===== src/rtl/elastic_passthrough.sv =====
// rtl/elastic_passthrough.sv - DEPTH-stage valid/ready register pipeline with flush and occupancy
// Optional XFER_COUNT_EN adds xfer_count, a 16-bit count of output handshakes.
module elastic_passthrough #(
  parameter int WIDTH = 8,
  parameter int DEPTH = 4,
  localparam int OCC_W = $clog2(DEPTH + 1)
) (
  input  logic             CLK,
  input  logic             RST,
  input  logic             flush,
  input  logic             in_valid,
  output logic             in_ready,
  input  logic [WIDTH-1:0] in_data,
  output logic             out_valid,
  input  logic             out_ready,
  output logic [WIDTH-1:0] out_data,
  output logic [OCC_W-1:0] occupancy
`ifdef XFER_COUNT_EN
  ,
  output logic [15:0]      xfer_count
`endif
);

  logic [DEPTH-1:0] v_q, v_d;
  logic [DEPTH-1:0] may_load;
  logic [WIDTH-1:0] d_q [DEPTH];
  logic [WIDTH-1:0] d_d [DEPTH];
  logic [OCC_W-1:0] occ_q, occ_d;
  logic             in_fire;
  logic             out_fire;

  // A stage may load if the output drains or any stage from it to the output is empty;
  // this is the unrolled ready chain, free of combinational self-reference.
  always_comb begin
    for (int k = 0; k < DEPTH; k++) begin
      may_load[k] = out_ready;
      for (int j = 0; j < DEPTH; j++) begin
        if (j >= k && !v_q[j]) may_load[k] = 1'b1;
      end
    end
  end

  assign in_ready  = may_load[0] & ~flush;
  assign in_fire   = in_valid & in_ready;
  assign out_fire  = v_q[DEPTH-1] & out_ready & ~flush;
  assign out_valid = v_q[DEPTH-1];
  assign out_data  = d_q[DEPTH-1];
  assign occupancy = occ_q;

  always_comb begin
    v_d = v_q;
    for (int k = 0; k < DEPTH; k++) d_d[k] = d_q[k];
    if (may_load[0]) begin
      v_d[0] = in_fire;
      d_d[0] = in_data;
    end
    for (int k = 1; k < DEPTH; k++) begin
      if (may_load[k]) begin
        v_d[k] = v_q[k-1];
        d_d[k] = d_q[k-1];
      end
    end
    if (flush) v_d = '0;
  end

  always_comb begin
    occ_d = occ_q;
    case ({in_fire, out_fire})
      2'b10:   occ_d = occ_q + OCC_W'(1);
      2'b01:   occ_d = occ_q - OCC_W'(1);
      default: occ_d = occ_q;
    endcase
    if (flush) occ_d = '0;
  end

  always_ff @(posedge CLK) begin
    if (!RST) begin
      v_q   <= '0;
      occ_q <= '0;
      for (int k = 0; k < DEPTH; k++) d_q[k] <= '0;
    end else begin
      v_q   <= v_d;
      occ_q <= occ_d;
      for (int k = 0; k < DEPTH; k++) d_q[k] <= d_d[k];
    end
  end

`ifdef XFER_COUNT_EN
  logic [15:0] xfer_q, xfer_d;

  always_comb begin
    xfer_d = xfer_q + {15'd0, out_fire};
    if (flush) xfer_d = '0;
  end

  always_ff @(posedge CLK) begin
    if (!RST) xfer_q <= '0;
    else      xfer_q <= xfer_d;
  end

  assign xfer_count = xfer_q;
`endif

endmodule


===== config.mk =====
export PLATFORM = sky130hd
export DESIGN_NAME = elastic_passthrough
export DESIGN_NICKNAME = d
export VERILOG_FILES = /design/src/rtl/elastic_passthrough.sv
export SDC_FILE = /design/constraint.sdc
export NUM_CORES = 1
export LEC_CHECK = 0
export CORE_AREA = 2 2 58 60
export CTS_CLUSTER_SIZE = 10
export DETAILED_ROUTE_END_ITERATION = 12
export DIE_AREA = 0 0 60 62
export PLACE_DENSITY_LB_ADDON = 0.3
export SETUP_SLACK_MARGIN = 0.3
export SLEW_MARGIN = 10
export SYNTH_ARGS = -nofsm -noshare
export SYNTH_HDL_FRONTEND = slang
export SYNTH_SLANG_ARGS = --single-unit

===== constraint.sdc =====
create_clock -name CLK -period 4 [get_ports CLK]
set_clock_uncertainty 0.05 [all_clocks]
set_input_delay 1 -clock CLK [delete_from_list [all_inputs] [get_ports CLK]]
set_output_delay 1 -clock CLK [all_outputs]
set_load 0.01 [all_outputs]

; Word level (Yosys, flattened, before mapping)
; Memory sizes are Yosys's and may differ from the RTL's.
; Cells that the tools add are included.
; W data, S select, Z words.
[totals]
regBits = 7
latchBits = 0
mem_bits_rw = 32
mem_bits_ro = 0
inputBits = 13
out_inout_bits = 13
elab_cells = 43
memories = 1
[mem_list]
columns = name, depth, word_bits, read_ports, rd_ports_with_merged_regs, write_ports, line
row1 = d_q, 4, 8, 4, 0, 4, 26  ; logic [WIDTH-1:0] d_q [DEPTH];
[classes]
n_addsub = 2
n_mul = 0
div = 0
n_lt_le_gt_ge = 0
eq_ne = 2
n_shift = 0
n_mux = 21
bitwise = 10
reduce_logical = 2
[op_table]
columns = op, count
row1 = $mux W8, 8
row2 = $mux W1, 12
row3 = $pmux W3 S2, 1
row4 = $and A1 B1 Y1, 4
row5 = $or A1 B1 Y1, 4
row6 = $add A3 B1 Y3 const B, 1
row7 = $sub A3 B1 Y3 const B, 1
row8 = $eq A2 B1 Y1 const B, 1
row9 = $eq A2 B2 Y1 const B, 1
row10 = $not A1 Y1, 2
row11 = $reduce_bool A2 Y1, 1
row12 = $reduce_or A2 Y1, 1

; Longest topological paths before layout
[logic_depth]
word_depth = 8
depth_mapped = 10
depth_no_buf = 9

; Worst setup path before layout
; No wires, ideal clock.
[synth_path]
path_type = input -> register
start = input out_ready
end = register occ_q[2], in the netlist occupancy[2]
setup_time_ps = 70
t_arrival_ps = 2745
required_time_ps = 3880
setup_slack_ps = 1135
cell_stages = 10
n_path_buf = 1
path_cell_list = and4b_1 -> buf_4 -> a21oi_1 -> nand2_1 -> ha_1 -> inv_1 -> fa_1 -> xor2_1 -> or3_1 -> a21oi_1
[synth_between]
elab_chain_cells = 8
elab_cells_between_ends = 12
cone_classes = 2 x eq/ne / 5 x mux / 4 x bitwise / 1 x reduce/logical
[synth_rtl]
columns = item, line
row1 = "start, declared", 15  ; input logic out_ready,
row2 = $mux W1 (*) (4 in series), 38  ; if (j >= k && !v_q[j]) may_load[k] = 1'b1;
row3 = $and A1 B1 Y1 (*), 43  ; assign in_ready = may_load[0] & ~flush;
row4 = via in_ready, 12  ; output logic in_ready,
row5 = $and A1 B1 Y1 (*), 44  ; assign in_fire = in_valid & in_ready;
row6 = $eq A2 B1 Y1 / $eq A2 B2 Y1 (equally long branches), 68  ; case ({in_fire, out_fire})
row7 = $pmux W3 S2 / $reduce_bool A2 Y1 (equally long branches), -
row8 = "end signal, assigned", 79  ; occ_q <= '0;
row9 = "end signal, assigned", 83  ; occ_q <= occ_d;
row10 = "end, declared", 28  ; logic [OCC_W-1:0] occ_q, occ_d;
; Mark *: on every way through the listed nets, which the timed path passes. The rest lies on a longest branch.
; A chain may end at the register's enable or synchronous reset.

; Worst setup path after layout
[layout_path]
start = input out_ready
end = output in_ready
[layout_between]
elab_chain_cells = 5
[layout_rtl]
columns = item, line
row1 = $mux W1 (4 in series), 38
row2 = $and A1 B1 Y1, 43
row3 = "end, declared", 12
; No other way between the ends.

==> flow_summary_export.csv <==
group,metric,value,unit
critical_path,crit_chain,"clkdlybuf4s50_1 > and4b_4 > a21oi_1 > clkdlybuf4s50_1",
run,drv_cap,0,
synth,synthMuxAreaShare,10.0,%
global_routing,track_usage,17.1,%
power_and_ir_drop,pwr-share-seq,52.9,%
timing,rsz0062_at_grt,"false",
critical_path,path_buf_inv,2,
critical_path,slowest_stage,"clkdlybuf4s50_1",
routing,viasPerCell,4.75,
power_and_ir_drop,p_leak,0.727,nW
placed_design,gp_congestion,0.736,
power_and_ir_drop,internal_power,0.623,mW
clocking,cts.path.max_buffers,2,
timing,finalCritPeriodShare,90.5,%
global_routing,grt_antenna_before_repair,0,
timing,setup_violations,0,
routing,final_antenna_net_count,0,
power_and_ir_drop,vdd.ir_drop.worst,0.000236,V
synth,synth-compound-area-share,9.69,%
critical_path,reg2reg_slack,1680,ps
clocking,htreeDepth,2,
layout,area_delta_synth_final,19.4,%
clocking,cts_tree,"built",
routing,drc,0,
synth,synth_xor_xnor_area_share,1.09,%
floorplan,die_w,60,µm
critical_path,cp_common_cell,"clkdlybuf4s50_1",
global_routing,grt_pass1_vias,1068,
global_routing,grt_max_degree,42,
routing,vias,1130,
critical_path,crit_required,2950,ps
floorplan,fp.dieH,62,µm
timing,finalHoldViolCount,0,
layout,n_fill_cell,290,
power_and_ir_drop,p_per_area,403,nW/µm²
synth,syn_area,1600,µm²
timing,tightest_slew,546,ps
clocking,clockRootBuffer,"clkbuf_4",
routing,wl_per_cell,10.7,µm
timing,layout_setup_ws,379,ps
floorplan,placementRows,21,
synth,avgSynthCellArea,9.15,µm²
critical_path,max_stage_delay,560,ps
timing,final.setup.tns,0,ps
outcome,status,"completed",
routing,drtPass1Iterations,4,
layout,nets,206,
power_and_ir_drop,power_switching,0.148,mW
placed_design,place_area,1810,µm²
clocking,cts_num_sinks,39,
critical_path,end_kind,"primary output",
hold_path,hold_class,"flop to flop",
timing,drv_slew,0,
layout,final_common_cell,"nand2_1",
power_and_ir_drop,combinationalPowerShare,5.9,%
critical_path,crit_path_start_kind,"primary input",
timing,fmax,276,MHz
global_routing,grt_overflow,0,
layout,post-route-cell-area,1910,µm²
floorplan,start_util,50.4,%
synth,synth_fp_nets,190,
layout,mostFrequentLayoutCells,"nand2_1 (49), dfxtp_1 (39), clkdlybuf4s50_1 (25)",
floorplan,die-area,3720,µm²
timing,slew_headroom,63.5,%
timing,layout_min_cycle_time,3620,ps
synth,synth_warnings,0,
placed_design,portBuffers,25,
placed_design,place_hpwl,1870,µm
synth,synthCells,175,
power_and_ir_drop,clkPwrFrac,41.3,%
critical_path,path_class,"primary input to primary output",
critical_path,path_delay_family,"buffers and inverters",
clocking,cts_buffers,5,
synth,synth_simple_gate_area_share,20.6,%
critical_path,critPathMaxFanout,11,
layout,fin_util,60.1,%
placed_design,dpl_worst_slack,293,ps
synth,synth_cell_types,26,
routing,drtIter0Drc,41,
synth,synth_top_family_by_area,"simple AND/OR/NAND/NOR gates",
critical_path,cp.arrival,2570,ps
layout,drive_gt1_share,5.73,%
global_routing,grt_pass1_wl,4690,µm
clocking,cts.clk_slew.worst_paths,100,ps
synth,yosys.area_share.adder,2.03,%
timing,whs,405,ps
routing,routed_wl,2550,µm
synth,synth-seq-cells,39,
synth,synth-seq-area-share,48.7,%
layout,n_antenna_cell,0,
floorplan,core,3180,µm²
power_and_ir_drop,sw_frac_of_total,19.2,%
clocking,clock_latency,340,ps
floorplan,ioPinCount,26,
[through the flow]
stage          std cells  power [mW]
2_1_floorplan        175       0.440
3_3_place_gp         230       0.459
3_5_place_dp         230       0.461
4_1_cts              238       0.777
5_1_grt              238       0.798
6_report             238       0.770
[cells in the mapped netlist, drive strengths merged]
master	count	area share, %
clkbuf	5	1.2
mux2i	16	10
a21oi	4	1.3
nor2b	8	3.1
buf	12	5.7
fa	1	1.3
nand3b	1	0.47
o21ba	1	0.63
and2b	1	0.47
o21ai	1	0.31
nand2	49	11
and4b	1	0.63
or3	1	0.39
nand4b	1	0.55
xor2	2	1.1
dfxtp	39	49
ha	1	0.78
nor2	7	1.6
inv	4	0.94
a21boi	16	7.5
and3b	1	0.55
nand2b	2	0.78
and2	1	0.55
[state kept, by name, indices dropped and copies added, names as in the netlist]
signal and count:
d_q 32, occupancy 3, v_q 4
[layout make-up]
type	instances	area, µm²	share of cell area (%)
inverters	4	15.0	0.785
flip-flops and latches	39	781	40.8
clock inverters	2	60.1	3.14
multi-input cells	115	699	36.6
clock buffers	6	41.3	2.16
well taps	46	57.6	3.01
repair buffers	26	258	13.5
[power groups by stage]
stage               combinational (mW)  sequential, mW  clock, mW
floorplan                       0.0260           0.414          0
global placement                0.0436           0.415          0
detailed placement              0.0453           0.416          0
CTS                             0.0456           0.407      0.324
global route                    0.0519           0.409      0.337
finish                          0.0451           0.407      0.318
[worst paths after layout]
check / cells after the start / end / from
worst max-delay path: 4 / in_ready / out_ready
worst max register to register: 9 / occupancy[2] / v_q[3]
worst min-delay path: 2 / d_q[0][24] / d_q[0][24]
worst min register to register: 2 / d_q[0][24] / d_q[0][24]
[tightest hold or removal path, stage by stage, from the launching register on]
cell and delay [ps]:
dfxtp_1 320, nand2_1 50, a21boi_1 50
[repair_timing]
action | 4_1_cts | 5_1_grt
hold buffers | 0 | 0
setup buffers | 0 | 0
setup endpoints to repair | 1 | 1
resized for setup | 1 | 1
[per-layer routing]
layer | GRT usage, % | share of wire (%) | up-vias
li1 | - | - | 584
met1 | 20.4 | 47 | 514
met2 | 28.4 | 46 | 26
met3 | 5.59 | 4.8 | 6
met4 | 7.62 | 1.9 | 0
met5 | 0 | 0 | -
[logic make-up after synthesis]
kind of cell / after synthesis
AND/OR/NAND/NOR: 73
flip-flops: 39
AO/OA/AOI/OAI: 22
buffers and inverters: 21
multiplexers: 16
XOR/XNOR: 2
adder cells (fa/ha/maj): 2
(Power assumes the default switching activity.)
